<file path="src/rtl/fma16_pkg.sv">
// Shared constants and stage payloads for the fma16 datapath (align and normalize sides).
package fma16_pkg;

    localparam int unsigned NE        = 5;
    localparam int unsigned NF        = 10;
    localparam int unsigned BIAS      = 15;
    localparam int unsigned SUM_W     = 3 * NF + 6;
    localparam int unsigned ACNT_W    = 8;
    localparam int unsigned ALIGN_OFS = 12;
    localparam int unsigned PAD_W     = 25;
    localparam int unsigned MAN_W     = NF + 1;
    localparam int unsigned PE_W      = 7;

    typedef struct packed {
        logic [PE_W-1:0]   pe;
        logic [ACNT_W-1:0] acnt;
        logic [MAN_W-1:0]  zm;
    } align_s1_t;

    typedef struct packed {
        logic [PE_W-1:0]  pe;
        logic [SUM_W-1:0] am;
        logic             asticky;
        logic             killprod;
    } align_s2_t;

endpackage

</file>
<file path="src/rtl/fma16_align_if.sv">
// Operand-in / aligned-addend-out handshake bundle for fma16_align.
interface fma16_align_if;
    import fma16_pkg::*;

    logic             in_valid;
    logic             in_ready;
    logic [NE-1:0]    Xe;
    logic [NE-1:0]    Ye;
    logic [NE-1:0]    Ze;
    logic [MAN_W-1:0] Zm;
    logic             out_valid;
    logic             out_ready;
    logic [PE_W-1:0]  Pe;
    logic [SUM_W-1:0] Am;
    logic             ASticky;
    logic             KillProd;

    modport slave (
        input  in_valid, Xe, Ye, Ze, Zm, out_ready,
        output in_ready, out_valid, Pe, Am, ASticky, KillProd
    );

    modport master (
        output in_valid, Xe, Ye, Ze, Zm, out_ready,
        input  in_ready, out_valid, Pe, Am, ASticky, KillProd
    );

endinterface

</file>
<file path="src/rtl/fma16_align_rshift_sticky.sv">
// Saturating logical right shift with sticky collection of the bits shifted out.
// Sticky reduction exists only when FMA16_ALIGN_STICKY_EN is defined.
module rshift_sticky
    import fma16_pkg::*;
(
    input  logic [SUM_W-1:0]  i_val,
    input  logic [ACNT_W-1:0] i_shamt,
    output logic [SUM_W-1:0]  o_val,
    output logic              o_sticky
);

    logic w_sat;

    assign w_sat = (i_shamt >= ACNT_W'(SUM_W));
    assign o_val = w_sat ? '0 : (i_val >> i_shamt);

`ifdef FMA16_ALIGN_STICKY_EN
    logic [SUM_W-1:0] w_lost_mask;

    // Ones in the positions that fall off the bottom of the field
    assign w_lost_mask = ~({SUM_W{1'b1}} << i_shamt);
    assign o_sticky    = w_sat ? (|i_val) : (|(i_val & w_lost_mask));
`else
    assign o_sticky    = 1'b0;
`endif

endmodule

</file>
<file path="src/rtl/fma16_align.sv">
// Two-stage addend alignment: S1 computes Pe/Acnt, S2 shifts {Zm,pad} into the sum field.
// Optional sticky collection under FMA16_ALIGN_STICKY_EN.
module fma16_align
    import fma16_pkg::*;
(
    input  logic          clk,
    input  logic          reset_n,
    fma16_align_if.slave  io_bus
);

    logic             r_v1;
    logic             r_v2;
    align_s1_t        r_s1;
    align_s2_t        r_s2;
    align_s1_t        w_s1;
    align_s2_t        w_s2;
    logic             w_en1;
    logic             w_en2;
    logic [PE_W-1:0]  w_pe;
    logic [ACNT_W-1:0] w_acnt;
    logic             w_neg;
    logic [SUM_W-1:0] w_field;
    logic [ACNT_W-1:0] w_shamt;
    logic [SUM_W-1:0] w_shifted;
    logic             w_sticky;

    assign w_en2           = ~r_v2 | io_bus.out_ready;
    assign w_en1           = ~r_v1 | w_en2;
    assign io_bus.in_ready = w_en1;

    // Stage 1: product exponent and alignment count, both two's complement
    assign w_pe   = PE_W'(io_bus.Xe) + PE_W'(io_bus.Ye) - PE_W'(BIAS);
    assign w_acnt = {{(ACNT_W-PE_W){w_pe[PE_W-1]}}, w_pe}
                    - ACNT_W'(io_bus.Ze) + ACNT_W'(ALIGN_OFS);

    always_comb begin
        w_s1      = '0;
        w_s1.pe   = w_pe;
        w_s1.acnt = w_acnt;
        w_s1.zm   = io_bus.Zm;
    end

    // Stage 2: negative count means the addend dominates and is passed unshifted
    assign w_neg   = r_s1.acnt[ACNT_W-1];
    assign w_field = {r_s1.zm, PAD_W'(0)};
    assign w_shamt = w_neg ? '0 : r_s1.acnt;

    rshift_sticky u_rshift (
        .i_val    (w_field),
        .i_shamt  (w_shamt),
        .o_val    (w_shifted),
        .o_sticky (w_sticky)
    );

    always_comb begin
        w_s2          = '0;
        w_s2.pe       = r_s1.pe;
        w_s2.am       = w_neg ? w_field : w_shifted;
        w_s2.asticky  = ~w_neg & w_sticky;
        w_s2.killprod = w_neg;
    end

    always_ff @(posedge clk or negedge reset_n) begin
        if (!reset_n) begin
            r_v1 <= 1'b0;
            r_v2 <= 1'b0;
            r_s1 <= '0;
            r_s2 <= '0;
        end else begin
            if (w_en1) r_v1 <= io_bus.in_valid;
            if (w_en1 && io_bus.in_valid) r_s1 <= w_s1;
            if (w_en2) r_v2 <= r_v1;
            if (w_en2 && r_v1) r_s2 <= w_s2;
        end
    end

    assign io_bus.out_valid = r_v2;
    assign io_bus.Pe        = r_s2.pe;
    assign io_bus.Am        = r_s2.am;
    assign io_bus.ASticky   = r_s2.asticky;
    assign io_bus.KillProd  = r_s2.killprod;

endmodule

</file>
<file path="src/flat_wrapper.sv">
// flat-port wrapper written by rule: the top's interface ports become plain ports
module fma16_align_flat import fma16_pkg::*;
  (clk, reset_n, io_bus_in_valid, io_bus_Xe, io_bus_Ye, io_bus_Ze, io_bus_Zm, io_bus_out_ready, io_bus_in_ready, io_bus_out_valid, io_bus_Pe, io_bus_Am, io_bus_ASticky, io_bus_KillProd);
  fma16_align_if io_bus_i ();
  input  logic clk;
  input  logic reset_n;
  input wire logic [$bits(io_bus_i.in_valid)-1:0] io_bus_in_valid;
  input wire logic [$bits(io_bus_i.Xe)-1:0] io_bus_Xe;
  input wire logic [$bits(io_bus_i.Ye)-1:0] io_bus_Ye;
  input wire logic [$bits(io_bus_i.Ze)-1:0] io_bus_Ze;
  input wire logic [$bits(io_bus_i.Zm)-1:0] io_bus_Zm;
  input wire logic [$bits(io_bus_i.out_ready)-1:0] io_bus_out_ready;
  output wire logic [$bits(io_bus_i.in_ready)-1:0] io_bus_in_ready;
  output wire logic [$bits(io_bus_i.out_valid)-1:0] io_bus_out_valid;
  output wire logic [$bits(io_bus_i.Pe)-1:0] io_bus_Pe;
  output wire logic [$bits(io_bus_i.Am)-1:0] io_bus_Am;
  output wire logic [$bits(io_bus_i.ASticky)-1:0] io_bus_ASticky;
  output wire logic [$bits(io_bus_i.KillProd)-1:0] io_bus_KillProd;
  assign io_bus_i.in_valid = io_bus_in_valid;
  assign io_bus_i.Xe = io_bus_Xe;
  assign io_bus_i.Ye = io_bus_Ye;
  assign io_bus_i.Ze = io_bus_Ze;
  assign io_bus_i.Zm = io_bus_Zm;
  assign io_bus_i.out_ready = io_bus_out_ready;
  assign io_bus_in_ready = io_bus_i.in_ready;
  assign io_bus_out_valid = io_bus_i.out_valid;
  assign io_bus_Pe = io_bus_i.Pe;
  assign io_bus_Am = io_bus_i.Am;
  assign io_bus_ASticky = io_bus_i.ASticky;
  assign io_bus_KillProd = io_bus_i.KillProd;
  fma16_align u_core (.clk(clk), .reset_n(reset_n), .io_bus(io_bus_i));
endmodule
</file>
<file path="config.mk">
export PLATFORM = sky130hd
export DESIGN_NAME = fma16_align_flat
export DESIGN_NICKNAME = d
export VERILOG_FILES = /design/src/rtl/fma16_pkg.sv /design/src/rtl/fma16_align_if.sv /design/src/rtl/fma16_align_rshift_sticky.sv /design/src/rtl/fma16_align.sv /design/src/flat_wrapper.sv
export SDC_FILE = /design/constraint.sdc
export NUM_CORES = 1
export LEC_CHECK = 0
export CAP_MARGIN = 10
export CELL_PAD_IN_SITES_DETAIL_PLACEMENT = 0
export CELL_PAD_IN_SITES_GLOBAL_PLACEMENT = 1
export CORE_MARGIN = 2
export CORE_UTILIZATION = 42
export DETAILED_ROUTE_END_ITERATION = 8
export PLACE_DENSITY = 0.93
export SETUP_SLACK_MARGIN = 0.2
export SLEW_MARGIN = 10
export SYNTH_ARGS = -nofsm -noshare
export SYNTH_HDL_FRONTEND = slang
export SYNTH_SLANG_ARGS = --single-unit
</file>
<file path="constraint.sdc">
create_clock -name clk -period 2.5 [get_ports clk]
set_clock_uncertainty 0.05 [all_clocks]
set_input_delay 0.375 -clock clk [delete_from_list [all_inputs] [get_ports clk]]
set_output_delay 0.375 -clock clk [all_outputs]
set_load 0.1 [all_outputs]
</file>
### Word-level counts from Yosys, hierarchy flattened

Cells that the tools add are included.

* bits in registers: 72
* bits of input ports: 30
* output and inout port bits: 47
* word-level logic and storage cells: 23

* $add $sub $neg: 4
* order comparisons: 1
* shift operators: 1
* muxes and demuxes: 3
* bitwise logic cells: 4
* reduce and logical (&&, ||, !) cells: 2

Operators with widths (count)
* 36-bit two-way mux: 2
* 36-bit by 8-bit right shift with 36-bit output: 1
* 8-bit by 4-bit adder with 8-bit output (second input constant): 1
* 8-bit by 6-bit >= comparator with 1-bit output (second input constant): 1
* 7-bit by 6-bit subtractor with 8-bit output: 1
* 7-bit two-way mux: 1
* 6-bit by 4-bit subtractor with 7-bit output (second input constant): 1
* 5-bit by 5-bit adder with 6-bit output: 1
* 1-bit logical AND: 2
* 1-bit NOT: 2
* 1-bit bitwise OR: 2

### Depth between registers and ports, before layout

Gate-level depths: netlist (run 1).

* word-level depth: 4
* gate-level depth with buffers: 15
* mapped depth without buffers: 15

### By module

From an unflattened synthesis (run 1), not the netlist that was laid out.

* cell total of the unflattened synthesis: 661
* area total of the unflattened synthesis: 6012.0 sq um

Modules (own cells, without submodules)
* fma16_align: times used 1, cells each 359, area an instance 3498.4 sq um, sequential area each 1826.8 sq um
* rshift_sticky: times used 1, cells each 302, area an instance 2513.7 sq um, sequential area each 0.0 sq um

### Least setup slack after synthesis (run 1)

OpenSTA, ideal clock, no wires.

* path kind: register -> register
* start: register u_core.r_v2, in the netlist u_core.io_bus.out_valid
* end: register u_core.r_s1[0] (netlist name)
* setup time: 125 ps
* arrival: 3097 ps
* data required time: 2325 ps
* slack: -772 ps
* stages on the path, launching flop included: 5
* buffers on the path: 1
* clock period less this slack: 3272 ps
* cell sequence: dfrtp_1 > nand3b_1 > nand2_1 > buf_1 > mux2_2

* cells in the longest elaborated chain, start to end: 4

Ends and longest elaborated chain
* start: declaration: line fma16_align.sv:12 `logic r_v2;`
* start signal: assignment: line fma16_align.sv:72 `if (w_en2) r_v2 <= r_v1;`
* 1-bit NOT: line fma16_align.sv:27 `assign w_en2 = ~r_v2 | io_bus.out_ready;`
* 1-bit bitwise OR: line fma16_align.sv:27
* 1-bit bitwise OR: line fma16_align.sv:28 `assign w_en1 = ~r_v1 | w_en2;`
* named net io_bus_in_ready: line flat_wrapper.sv:13 `output wire logic [$bits(io_bus_i.in_ready)-1:0] io_bus_in_ready;`
* 1-bit logical AND: line fma16_align.sv:71 `if (w_en1 && io_bus.in_valid) r_s1 <= w_s1;`
* end signal: assignment: line fma16_align.sv:71
* end: declaration: line fma16_align.sv:13 `align_s1_t r_s1;`

The timed path passes the listed nets, and every way through them passes these cells.
A chain may end at the register's enable or synchronous reset.

### Final worst setup path (run 1)

* start: input port io_bus_Ye[1]
* end: register u_core.r_s1[17] (netlist name)

* cells in the longest elaborated chain, start to end: 4

Ends and longest elaborated chain
* start: declaration: line flat_wrapper.sv:9 `input wire logic [$bits(io_bus_i.Ye)-1:0] io_bus_Ye;`
* 5-bit by 5-bit adder with 6-bit output: line fma16_align.sv:32 `assign w_pe = PE_W'(io_bus.Xe) + PE_W'(io_bus.Ye) - PE_W'(BIAS);`
* 6-bit by 4-bit subtractor with 7-bit output: line fma16_align.sv:32
* 7-bit by 6-bit subtractor with 8-bit output: line fma16_align.sv:34 `- ACNT_W'(io_bus.Ze) + ACNT_W'(ALIGN_OFS);`
* 8-bit by 4-bit adder with 8-bit output: line fma16_align.sv:34

Every way passes these cells.

==> flow_summary.yaml, run 1 <==
status:
  status: "complete, but fails checks"
  failing_checks: "negative setup slack"
clocking:
  numClockSinks: 72
  h_tree_level_count: 3
  worst_setup_hold_path_clk_slew_ps: 70
  cts_tree: "built"
  clock_insertion_delay_worst_skew_ps: 360
  cts.path.max_buffers: 2
  tritoncts.num_buffers: 9
  ctsRootBufferMaster: "sky130_fd_sc_hd__clkbuf_8"
drt:
  detail_route.wl_per_cell_um: 18.0
  dr.pass1.iters: 4
  drc: 0
  detail-route-antenna-nets: 0
  vias_per_cell: 5.62
  detailroute.wirelength.met3_um: 744
  detailroute.via_count: 3648
  detail_route.iter0.violations: 283
  drt-total-wl_um: 11700
  detail_route.wirelength.met1_um: 4990
  detailroute.wirelength.met2_um: 5720
  highest_metal_used: "met4"
grt:
  gr-total-overflow: 0
  grt_antenna_before_repair: 0
  first_pass_grt_wire_length_um: 19600
  globalRouteTotalUtil: 0.222
  grt_start_max_net_pins: 39
  first_global_vias: 3782
timing:
  post-route-min-period_ps: 2570
  setup-tns-final_ps: -89.8
  setup_viol: 2
  worst_slew_margin_rel: 0.589
  final_min_period_over_clock_period: 1.03
  tightestPinTransition_ps: 612
  max_freq_ghz: 0.390
  setup_repair_after_global_routing_missed_its_margin: "true"
  worst_slack_ps: -66.5
  drv_slew: 0
  finalHoldViolations: 0
floorplan:
  die-height_um: 106
  floorplan.io_pins: 77
  num_rows: 37
  initial_utilization: 0.428
  die_w_um: 106
  core_region_um2: 10200
  floorplan.die_area_um2: 11200
pwr:
  fin_total_pwr_mw: 6.72
  pd_cells_nw_per_um2: 1160
  worst_ir_drop_vdd_v: 0.000602
  power_leakage_nw: 2.67
worst_hold_path:
  min_path_type: "in2reg"
critical_path:
  crit_top_cell: "sky130_fd_sc_hd__ha_4"
  worstPathMaxFanout: 2
  chain_of_cells_forming_the_critical_path: "buf_6, ha_4, ha_4, inv_2, fa_2, xor2_2, ha_1, inv_2, ha_4, buf_6, a21oi_4, o21ai_2, mux2i_1, o311ai_1"
  cpLargestDelayFamily: "adder cells"
  worstPathRequired_ps: 2670
  crit_path_end_kind: "flip-flop"
  worst_setup_path_start_kind: "primary input"
  reg2reg_setup_slack_ps: 330
  cp.buffers_inverters: 4
  critical_path.slowest_cell: "sky130_fd_sc_hd__fa_2"
  critical_path.max_stage_delay_ps: 360
  worst-endpoint-arrival_ps: 2730
  setup.worst_path.class: "in2reg"
place:
  dp.cells: 626
  io_buffer_count: 75
  detailed_place_hpwl_um: 8540
  routabilityCongestion: 0.927
synthesis:
  mappedNetlistNets: 469
  dominantRegCellSynth: "sky130_fd_sc_hd__dfrtp_1"
  proportion_of_register_bits_with_asynchronous_set_or_reset_after_synthesis: 1.00
  synth_top_cell_by_area: "sky130_fd_sc_hd__dfrtp_1"
  synth_warnings: 0
  ys_seq_elements: 72
  netlist_area_before_placement_um2: 4360
  post_synth_main_area_contributors: "sky130_fd_sc_hd__dfrtp_1 41%, sky130_fd_sc_hd__mux2_2 5.9%, sky130_fd_sc_hd__ha_1 5.7%"
  post-synth-top-area-fraction: 0.413
  gate_count_of_the_mapped_netlist: 417
  per_instance_average_area_after_synthesis_um2: 10.5
  ys_types: 60
  synth_edf_count: 0
  synth_sequential_area_ratio: 0.413
finish:
  layout_common_cells: "72 x sky130_fd_sc_hd__buf_4, 71 x sky130_fd_sc_hd__dfrtp_1, 39 x sky130_fd_sc_hd__nand2_1, 22 x sky130_fd_sc_hd__o21ai_0, 19 x sky130_fd_sc_hd__mux2i_1"
  final_common_cell: "sky130_fd_sc_hd__buf_4"
  synthToLayoutAreaGrowth_pct: 32.5
  non_filler_instance_count_after_layout: 649
  nNetsFinal: 561
  finish.utilization: 0.567
  antenna_cells: 0
  post_route_cells_drive_above_1_share: 0.339
job:
  cap_violations: 0
==> state kept, by name (all words and copies together) (netlist names) <==
register / cells
u_core.r_s1: 26
u_core.r_v1: 1
u_core.io_bus.out_valid: 1
u_core.io_bus.KillProd: 1
u_core.io_bus.Pe: 7
u_core.io_bus.Am: 36
==> worst reg2reg max path, stage by stage, from the launching register on <==
cell	delay, ps
sky130_fd_sc_hd__dfrtp_1	440
sky130_fd_sc_hd__buf_6	210
sky130_fd_sc_hd__nand2b_1	120
sky130_fd_sc_hd__buf_4	220
sky130_fd_sc_hd__mux4_2	590
sky130_fd_sc_hd__o22a_1	230
sky130_fd_sc_hd__o31ai_2	210
==> through the flow <==
stage	hold slack, ps	worst slack (ps)	cell area (um^2)
5_1_grt	383	-170	5780
3_3_place_gp	264	-710	5350
3_5_place_dp	267	-793	5350
2_1_floorplan	29.4	-155	4480
4_1_cts	362	15.9	5720
6_report	374	-66.5	5780
==> cell usage after synthesis, types with 8 or more instances <==
| library cell | count |
|---|---|
| sky130_fd_sc_hd__a21oi_1 | 20 |
| sky130_fd_sc_hd__a22o_1 | 11 |
| sky130_fd_sc_hd__clkbuf_1 | 15 |
| sky130_fd_sc_hd__dfrtp_1 | 72 |
| sky130_fd_sc_hd__ha_1 | 20 |
| sky130_fd_sc_hd__inv_1 | 27 |
| sky130_fd_sc_hd__mux2_2 | 23 |
| sky130_fd_sc_hd__mux2i_1 | 19 |
| sky130_fd_sc_hd__mux4_2 | 8 |
| sky130_fd_sc_hd__nand2_1 | 40 |
| sky130_fd_sc_hd__nand2b_1 | 9 |
| sky130_fd_sc_hd__nor2_1 | 16 |
| sky130_fd_sc_hd__o21ai_0 | 28 |
==> timing repair <==
| item | 4_1_cts | 5_1_grt |
|---|---|---|
| setup buffers | 4 | 3 |
| hold buffers | 1 | 0 |
| pin swaps | 30 | 8 |
| endpoints found under the hold margin | 13 | 0 |
| gates resized for setup | 55 | 8 |
| endpoints found under the setup margin | 6 | 7 |
==> final timing paths <==
check / to / depth (start not counted) / start
setup / recovery: u_core.r_s1[17]$_DFFE_PN0P_ / 14 / io_bus_Ye[1]
hold / removal: u_core.r_s1[19]$_DFFE_PN0P_ / 4 / io_bus_Xe[0]
setup reg to reg: u_core.io_bus.Am[9]$_DFFE_PN0P_ / 6 / u_core.r_s1[18]$_DFFE_PN0P_
hold reg to reg: u_core.io_bus.Am[15]$_DFFE_PN0P_ / 1 / u_core.io_bus.Am[15]$_DFFE_PN0P_
max in group asynchronous: u_core.io_bus.Am[33]$_DFFE_PN0P_ / 3 / reset_n
min in group asynchronous: u_core.io_bus.Pe[5]$_DFFE_PN0P_ / 2 / reset_n
==> cell type report <==
class                      count  area, um^2
sequential                    72        1810
tap                          136         170
multi-input combinational    288        2560
timing repair buffer         111         950
inverter                      27         104
clock inverter                 6        61.3
clock buffer                   9         124
fill                         882        4410
==> per-layer routing <==
metal  vias to the layer above  global-route usage
met1                      1782               0.303
met4                         0              0.0799
met2                       137               0.356
met3                        17              0.0417
li1                       1712                   -
met5                         -                   0
==> power breakdown <==
part,leakage [nW],internal (mW),switching (mW)
clock,0.0948,0.451,0.438
sequential,0.915,1.46,0.337
combinational,1.66,1.36,2.67
total,2.67,3.27,3.45
==> kinds of logic after synthesis <==
kind of cell | count (synthesis) | synth area share
simple gates | 96 | 0.113
mux | 53 | 0.162
other cells | 1 | 0.000860
fa+ha+maj | 22 | 0.0666
xor+xnor | 5 | 0.0100
compound gates | 111 | 0.174
flops | 72 | 0.413
buf+inv | 57 | 0.0600
No activity file was read; power rests on OpenSTA's default activity.
==> run 2, diff against run 1 <==
--- a/config.mk
+++ b/config.mk
@@ -11,7 +11,9 @@
 export CORE_MARGIN = 2
 export CORE_UTILIZATION = 42
 export DETAILED_ROUTE_END_ITERATION = 8
+export GPL_TIMING_DRIVEN = 0
 export PLACE_DENSITY = 0.93
+export REMOVE_ABC_BUFFERS = 1
 export SETUP_SLACK_MARGIN = 0.2
 export SLEW_MARGIN = 10
 export SYNTH_ARGS = -nofsm -noshare
==> flow_summary.yaml, run 2 (synthesis gave the netlist of run 1 again) <==
clocking:
  h_tree_level_count: 3
  tritoncts.num_buffers: 9
  worst_setup_hold_path_clk_slew_ps: 80
  ctsRootBufferMaster: "sky130_fd_sc_hd__clkbuf_8"
  numClockSinks: 72
  cts.path.max_buffers: 2
  clock_insertion_delay_worst_skew_ps: 360
  cts_tree: "built"
floorplan:
  floorplan.die_area_um2: 11200
  num_rows: 37
  die-height_um: 106
  core_region_um2: 10200
  floorplan.io_pins: 77
  die_w_um: 106
  initial_utilization: 0.428
finish:
  largest_reg_flops: 36
  post_route_cells_drive_above_1_share: 0.253
  non_filler_instance_count_after_layout: 635
  finalInstanceArea_um2: 5920
  synthToLayoutAreaGrowth_pct: 35.7
  layout_common_cells: "70 x sky130_fd_sc_hd__dfrtp_1, 39 x sky130_fd_sc_hd__nand2_1, 25 x sky130_fd_sc_hd__dlymetal6s2s_1, 23 x sky130_fd_sc_hd__mux2_2"
  final_common_cell: "sky130_fd_sc_hd__dfrtp_1"
  nNetsFinal: 546
  antenna_cells: 0
  finish.utilization: 0.581
drt:
  detailroute.via_count: 3654
  dr.pass1.iters: 4
  drt-total-wl_um: 12000
  detail-route-antenna-nets: 0
  vias_per_cell: 5.75
  detail_route.wl_per_cell_um: 18.9
  drc: 0
  detail_route.iter0.violations: 260
critical_path:
  worstPathRequired_ps: 2670
  worst_setup_path_start_kind: "primary input"
  crit_path_end_kind: "flip-flop"
  timing.rr.start: "u_core.r_s1[18]$_DFFE_PN0P_"
  worst-endpoint-arrival_ps: 2690
  worst_setup_path_startpoint: "io_bus_Ye[1]"
  worstPathMaxFanout: 2
  setup.worst_path.class: "in2reg"
grt:
  first_global_vias: 3750
  groute.layer.met1.usage: 0.288
  grt_antenna_before_repair: 0
  grt_start_max_net_pins: 46
  gr-total-overflow: 0
  first_pass_grt_wire_length_um: 19400
  globalRouteTotalUtil: 0.222
  global_route.peak_usage_layer: "met2"
  grt_util_met2: 0.359
  grtUsageMet3: 0.0478
pwr:
  worst_ir_drop_vdd_v: 0.000612
  power_leakage_nw: 3.00
  pd_cells_nw_per_um2: 1170
  fin_total_pwr_mw: 6.93
worst_hold_path:
  hp-start: "io_bus_Ye[0]"
  min_path_type: "in2reg"
timing:
  setup_repair_after_global_routing_missed_its_margin: "true"
  post-route-min-period_ps: 2520
  final_min_period_over_clock_period: 1.01
  finalHoldWorstSlack_ps: 372
  drv_slew: 0
  finalHoldViolations: 0
  worst_slew_margin_rel: 0.343
  max_freq_ghz: 0.397
  worst_slack_ps: -19.1
  setup_viol: 1
  tightestPinTransition_ps: 990
status:
  failing_checks: "negative setup slack"
  status: "complete, but fails checks"
place:
  detailed_place_hpwl_um: 7920
  io_buffer_count: 75
  dp.cells: 601
  placement.cell_area_um2: 5190
  routabilityCongestion: 0.878
job:
  cap_violations: 0
==> run 2: changes by cell type in the layout (fill, tap and decap cells not counted), moves of 2 or more <==
cell	previous run	this run
sky130_fd_sc_hd__clkdlybuf4s50_1	18	20
sky130_fd_sc_hd__mux2_4	6	0
sky130_fd_sc_hd__nand2b_1	9	6
sky130_fd_sc_hd__dlymetal6s2s_1	0	25
sky130_fd_sc_hd__mux2_2	17	23
sky130_fd_sc_hd__bufinv_16	1	3
sky130_fd_sc_hd__inv_2	8	10
sky130_fd_sc_hd__dlygate4sd2_1	4	22
sky130_fd_sc_hd__buf_4	72	14
sky130_fd_sc_hd__buf_6	7	3
sky130_fd_sc_hd__nand2b_2	0	3
sky130_fd_sc_hd__clkinv_2	3	0
==> run 2: report_power, final <==
group | total (mW) | switching, mW | leakage, nW | internal (mW)
logic | 3.91 | 2.62 | 1.96 | 1.28
registers | 1.86 | 0.392 | 0.913 | 1.46
clock network | 1.17 | 0.474 | 0.123 | 0.695
==> run 2: worst paths after layout <==
kind | endpoint | slack (ps) | cells after the start
min | u_core.r_s1[19]$_DFFE_PN0P_ | 370 | 4
max in group asynchronous | u_core.r_s1[11]$_DFFE_PN0P_ | 1390 | 3
min reg2reg | u_core.io_bus.Am[15]$_DFFE_PN0P_ | 440 | 1
min in group asynchronous | u_core.io_bus.Am[1]$_DFFE_PN0P_ | 430 | 2
max | u_core.r_s1[17]$_DFFE_PN0P_ | -20 | 13
max reg2reg | u_core.io_bus.Am[10]$_DFFE_PN0P_ | 290 | 5
==> run 2: cell type report <==
type                    instances  area, um^2
inverters                      27         101
flip-flops and latches         72        1810
repair buffers                 96        1000
fillers                       856        4260
multi-input cells             288        2590
well taps                     136         170
clock inverters                 6         115
clock buffers                  10         138
==> run 2: worst max-delay path, cell delays in order <==
cell                       delay, ps
sky130_fd_sc_hd__buf_6            90
sky130_fd_sc_hd__ha_4            260
sky130_fd_sc_hd__ha_4            130
sky130_fd_sc_hd__inv_2            30
sky130_fd_sc_hd__fa_2            560
sky130_fd_sc_hd__ha_4            220
sky130_fd_sc_hd__inv_2            70
sky130_fd_sc_hd__ha_4            190
sky130_fd_sc_hd__a21o_1          170
sky130_fd_sc_hd__a21oi_2         220
sky130_fd_sc_hd__o21ai_2         100
sky130_fd_sc_hd__mux2i_1         160
sky130_fd_sc_hd__o311ai_1        120
==> run 2: routing by layer <==
metal | share of wire | vias up
li1 | - | 1691
met4 | 0.026 | 0
met2 | 0.49 | 164
met3 | 0.068 | 28
met5 | 0 | -
met1 | 0.42 | 1771
==> run 2: timing repair <==
item,4_1_cts,5_1_grt
endpoints found under the setup margin,61,47
resized for setup,97,38
cloned,0,0
endpoints found under the hold margin,31,0
pin swaps,27,14
setup buffers,8,9
hold buffers,1,0
==> run 2: metrics by stage <==
stage	setup TNS (ps)	setup WS, ps
global placement	-134970	-1370
finish	-19.1	-19.1
global route	-220	-81.9
detailed placement	-16870	-1030
CTS	0	41.7
floorplan	-36550	-1160
==> run 3, diff against run 2 <==
--- a/config.mk
+++ b/config.mk
@@ -9,7 +9,7 @@
 export CELL_PAD_IN_SITES_DETAIL_PLACEMENT = 0
 export CELL_PAD_IN_SITES_GLOBAL_PLACEMENT = 1
 export CORE_MARGIN = 2
-export CORE_UTILIZATION = 42
+export CORE_UTILIZATION = 43
 export DETAILED_ROUTE_END_ITERATION = 8
 export GPL_TIMING_DRIVEN = 0
 export PLACE_DENSITY = 0.93
@@ -18,4 +18,5 @@
 export SLEW_MARGIN = 10
 export SYNTH_ARGS = -nofsm -noshare
 export SYNTH_HDL_FRONTEND = slang
+export SYNTH_HIERARCHICAL = 1
 export SYNTH_SLANG_ARGS = --single-unit
==> constraint.sdc (replaced) <==
create_clock -name clk -period 2.4 [get_ports clk]
set_clock_uncertainty 0.05 [all_clocks]
set_input_delay 0.36 -clock clk [delete_from_list [all_inputs] [get_ports clk]]
set_output_delay 0.36 -clock clk [all_outputs]
set_load 0.1 [all_outputs]
==> flow_summary.yaml, run 3 <==
critical_path:
  crit_path_end_kind: "flip-flop"
  worstPathRequired_ps: 2530
  worstPathMaxFanout: 2
  setup.worst_path.class: "in2reg"
  worst-endpoint-arrival_ps: 3000
  worst_setup_path_start_kind: "primary input"
status:
  failing_checks: "negative setup slack"
  status: "complete, but fails checks"
finish:
  largest_reg_flops: 36
  finish.utilization: 0.650
  layout_common_cells: "127 x sky130_fd_sc_hd__nand2_1, 107 x sky130_fd_sc_hd__conb_1, 72 x sky130_fd_sc_hd__dfrtp_1, 52 x sky130_fd_sc_hd__buf_4, 50 x sky130_fd_sc_hd__dlygate4sd2_1"
  finalInstanceArea_um2: 8950
  nNetsFinal: 941
  final_common_cell: "sky130_fd_sc_hd__nand2_1"
  synthToLayoutAreaGrowth_pct: 48.9
  post_route_cells_drive_above_1_share: 0.315
place:
  dp_slack_ps: -1170
  detailed_place_hpwl_um: 10900
  placement.cell_area_um2: 7250
  routabilityCongestion: 0.939
  io_buffer_count: 76
clocking:
  cts_tree: "built"
  worst_setup_hold_path_clk_slew_ps: 60
  h_tree_level_count: 3
  ctsRootBufferMaster: "sky130_fd_sc_hd__clkbuf_16"
  tritoncts.num_buffers: 9
  numClockSinks: 73
  clock_insertion_delay_worst_skew_ps: 370
  cts.path.max_buffers: 2
floorplan:
  core_region_um2: 13800
  die-height_um: 122
  num_rows: 43
  floorplan.io_pins: 77
  die_w_um: 122
  floorplan.die_area_um2: 14900
  initial_utilization: 0.437
grt:
  globalRouteTotalUtil: 0.270
  first_global_vias: 5812
  grt_antenna_before_repair: 1
  first_pass_grt_wire_length_um: 30800
  grt_start_max_net_pins: 83
  gr-total-overflow: 0
pwr:
  fin_total_pwr_mw: 10.2
  power_leakage_nw: 4.05
  pd_cells_nw_per_um2: 1140
  worst_ir_drop_vdd_v: 0.000773
synthesis:
  post_synth_main_area_contributors: "sky130_fd_sc_hd__dfrtp_1 30%, sky130_fd_sc_hd__mux4_2 12%, sky130_fd_sc_hd__nand2_1 8.7%"
  yosysMostFrequentCell: "sky130_fd_sc_hd__nand2_1"
  gate_count_of_the_mapped_netlist: 661
  synth_sequential_area_ratio: 0.304
  per_instance_average_area_after_synthesis_um2: 9.10
  synthSimpleGateAreaFrac: 0.190
  proportion_of_register_bits_with_asynchronous_set_or_reset_after_synthesis: 1.00
  ys_types: 64
  ys_seq_elements: 73
  synth.mux.area_fraction: 0.241
  synth-adder-area-share: 0.0481
  synth_warnings: 6
  dominantRegCellSynth: "sky130_fd_sc_hd__dfrtp_1"
  synth_top_cell_by_area: "sky130_fd_sc_hd__dfrtp_1"
  synth_edf_count: 0
  netlist_area_before_placement_um2: 6010
  synth_compound_gate_area_share: 0.140
  synth_commonest_cells: "140 x sky130_fd_sc_hd__nand2_1, 73 x sky130_fd_sc_hd__dfrtp_1, 59 x sky130_fd_sc_hd__o21ai_0"
  post-synth-top-area-fraction: 0.304
  synth_top_family_by_area: "multiplexers"
  post_synth_xor_area_fraction: 0.0114
drt:
  drc: 0
  drt-total-wl_um: 22400
  detailroute.via_count: 6291
  dr.pass1.iters: 6
  vias_per_cell: 5.85
  detail_route.wl_per_cell_um: 20.8
  detail_route.iter0.violations: 687
  detail-route-antenna-nets: 0
worst_hold_path:
  min_path_type: "in2reg"
timing:
  finalHoldViolations: 0
  worst_slack_ps: -473
  drv_slew: 0
  tightestPinTransition_ps: 1190
  setup_repair_after_global_routing_missed_its_margin: "true"
  setup_viol: 35
  max_freq_ghz: 0.348
  worst_slew_margin_rel: 0.207
  finalHoldWorstSlack_ps: 380
  post-route-min-period_ps: 2870
  final_min_period_over_clock_period: 1.20
job:
  cap_violations: 0
## run 3: cell types whose count changed after synthesis, moves of 7 or more
cell                       change
sky130_fd_sc_hd__o21ai_0      +31
sky130_fd_sc_hd__nand2_1     +100
sky130_fd_sc_hd__inv_1         -7
sky130_fd_sc_hd__nand2b_1     +24
sky130_fd_sc_hd__mux4_2       +23
sky130_fd_sc_hd__nor2_1       +13
sky130_fd_sc_hd__mux2i_1      +24
sky130_fd_sc_hd__buf_4         +9
sky130_fd_sc_hd__a22o_1       -10
sky130_fd_sc_hd__clkbuf_1      +7
## run 3: final cells by class
class,count,area (um^2)
clock inverters,6,42.5
diodes,1,2.50
fillers,1070,4820
clock buffers,10,229
inverters,23,104
well taps,180,225
multi-input cells,624,4900
flip-flops and latches,73,1830
repair buffers,159,1620
## run 3: cells by family (layout without fill, tap and decap cells)
group | count (synthesis) | in the layout
mux | 99 | 99
buf+inv | 72 | 198
simple gates | 249 | 252
compound gates | 137 | 137
fa+ha+maj | 22 | 22
flops | 73 | 73
other cells | 2 | 108
xor+xnor | 7 | 7
## run 3: critical path, stage by stage
cell and delay, ps:
sky130_fd_sc_hd__dlygate4sd2_1 280, sky130_fd_sc_hd__ha_4 300, sky130_fd_sc_hd__ha_4 200, sky130_fd_sc_hd__buf_4 160, sky130_fd_sc_hd__xor2_2 190, sky130_fd_sc_hd__ha_2 330, sky130_fd_sc_hd__inv_2 60, sky130_fd_sc_hd__ha_4 170
sky130_fd_sc_hd__a21o_1 210, sky130_fd_sc_hd__a31o_4 240, sky130_fd_sc_hd__xor2_2 230, sky130_fd_sc_hd__xnor2_1 170, sky130_fd_sc_hd__o21ai_1 100
## run 3: path summary, 6_finish.rpt
path | from | to | slack [ps] | cells after the start
setup / recovery | io_bus_Ye[3] | u_core/r_s1[16]$_DFFE_PN0P_ | -470 | 13
hold / removal | io_bus_Xe[0] | u_core/r_s1[19]$_DFFE_PN0P_ | 380 | 4
setup reg to reg | u_core/r_s1[18]$_DFFE_PN0P_ | u_core/io_bus.Am[29]$_DFFE_PN0P_ | -210 | 10
hold reg to reg | u_core/io_bus.Am[23]$_DFFE_PN0P_ | u_core/io_bus.Am[23]$_DFFE_PN0P_ | 430 | 2
max in group asynchronous | reset_n | u_core/r_s1[18]$_DFFE_PN0P_ | 1310 | 3
min in group asynchronous | reset_n | u_core/io_bus.Am[24]$_DFFE_PN0P_ | 420 | 2
## run 3: metal layers
layer / share of wire / track usage / up-vias
met2: 0.46 / 0.428 / 480
li1: - / - / 2710
met1: 0.37 / 0.350 / 2948
met3: 0.10 / 0.0483 / 153
met4: 0.073 / 0.147 / 0
met5: 0 / 0 / -
## run 3: metrics by stage
stage,TNS (ps),instances
5_1_grt,-4700,1075
6_report,-3590,1076
2_1_floorplan,-124100,717
4_1_cts,-524,1062
3_3_place_gp,-297170,973
3_5_place_dp,-28670,978
## run 3: what timing repair did
item / in CTS / in global routing
hold endpoints to repair: 31 / 0
pin swaps: 80 / 39
hold buffers: 1 / 0
resized for setup: 220 / 57
endpoints found under the setup margin: 90 / 42
gates cloned: 7 / 1
buffers inserted: 60 / 12
## run 3: report_power, final
| group | switching [mW] | total [mW] | internal, mW |
|---|---|---|---|
| sequential | 0.271 | 1.81 | 1.54 |
| combinational | 4.41 | 7.12 | 2.71 |
| clock | 0.581 | 1.28 | 0.702 |
| total | 5.26 | 10.2 | 4.95 |
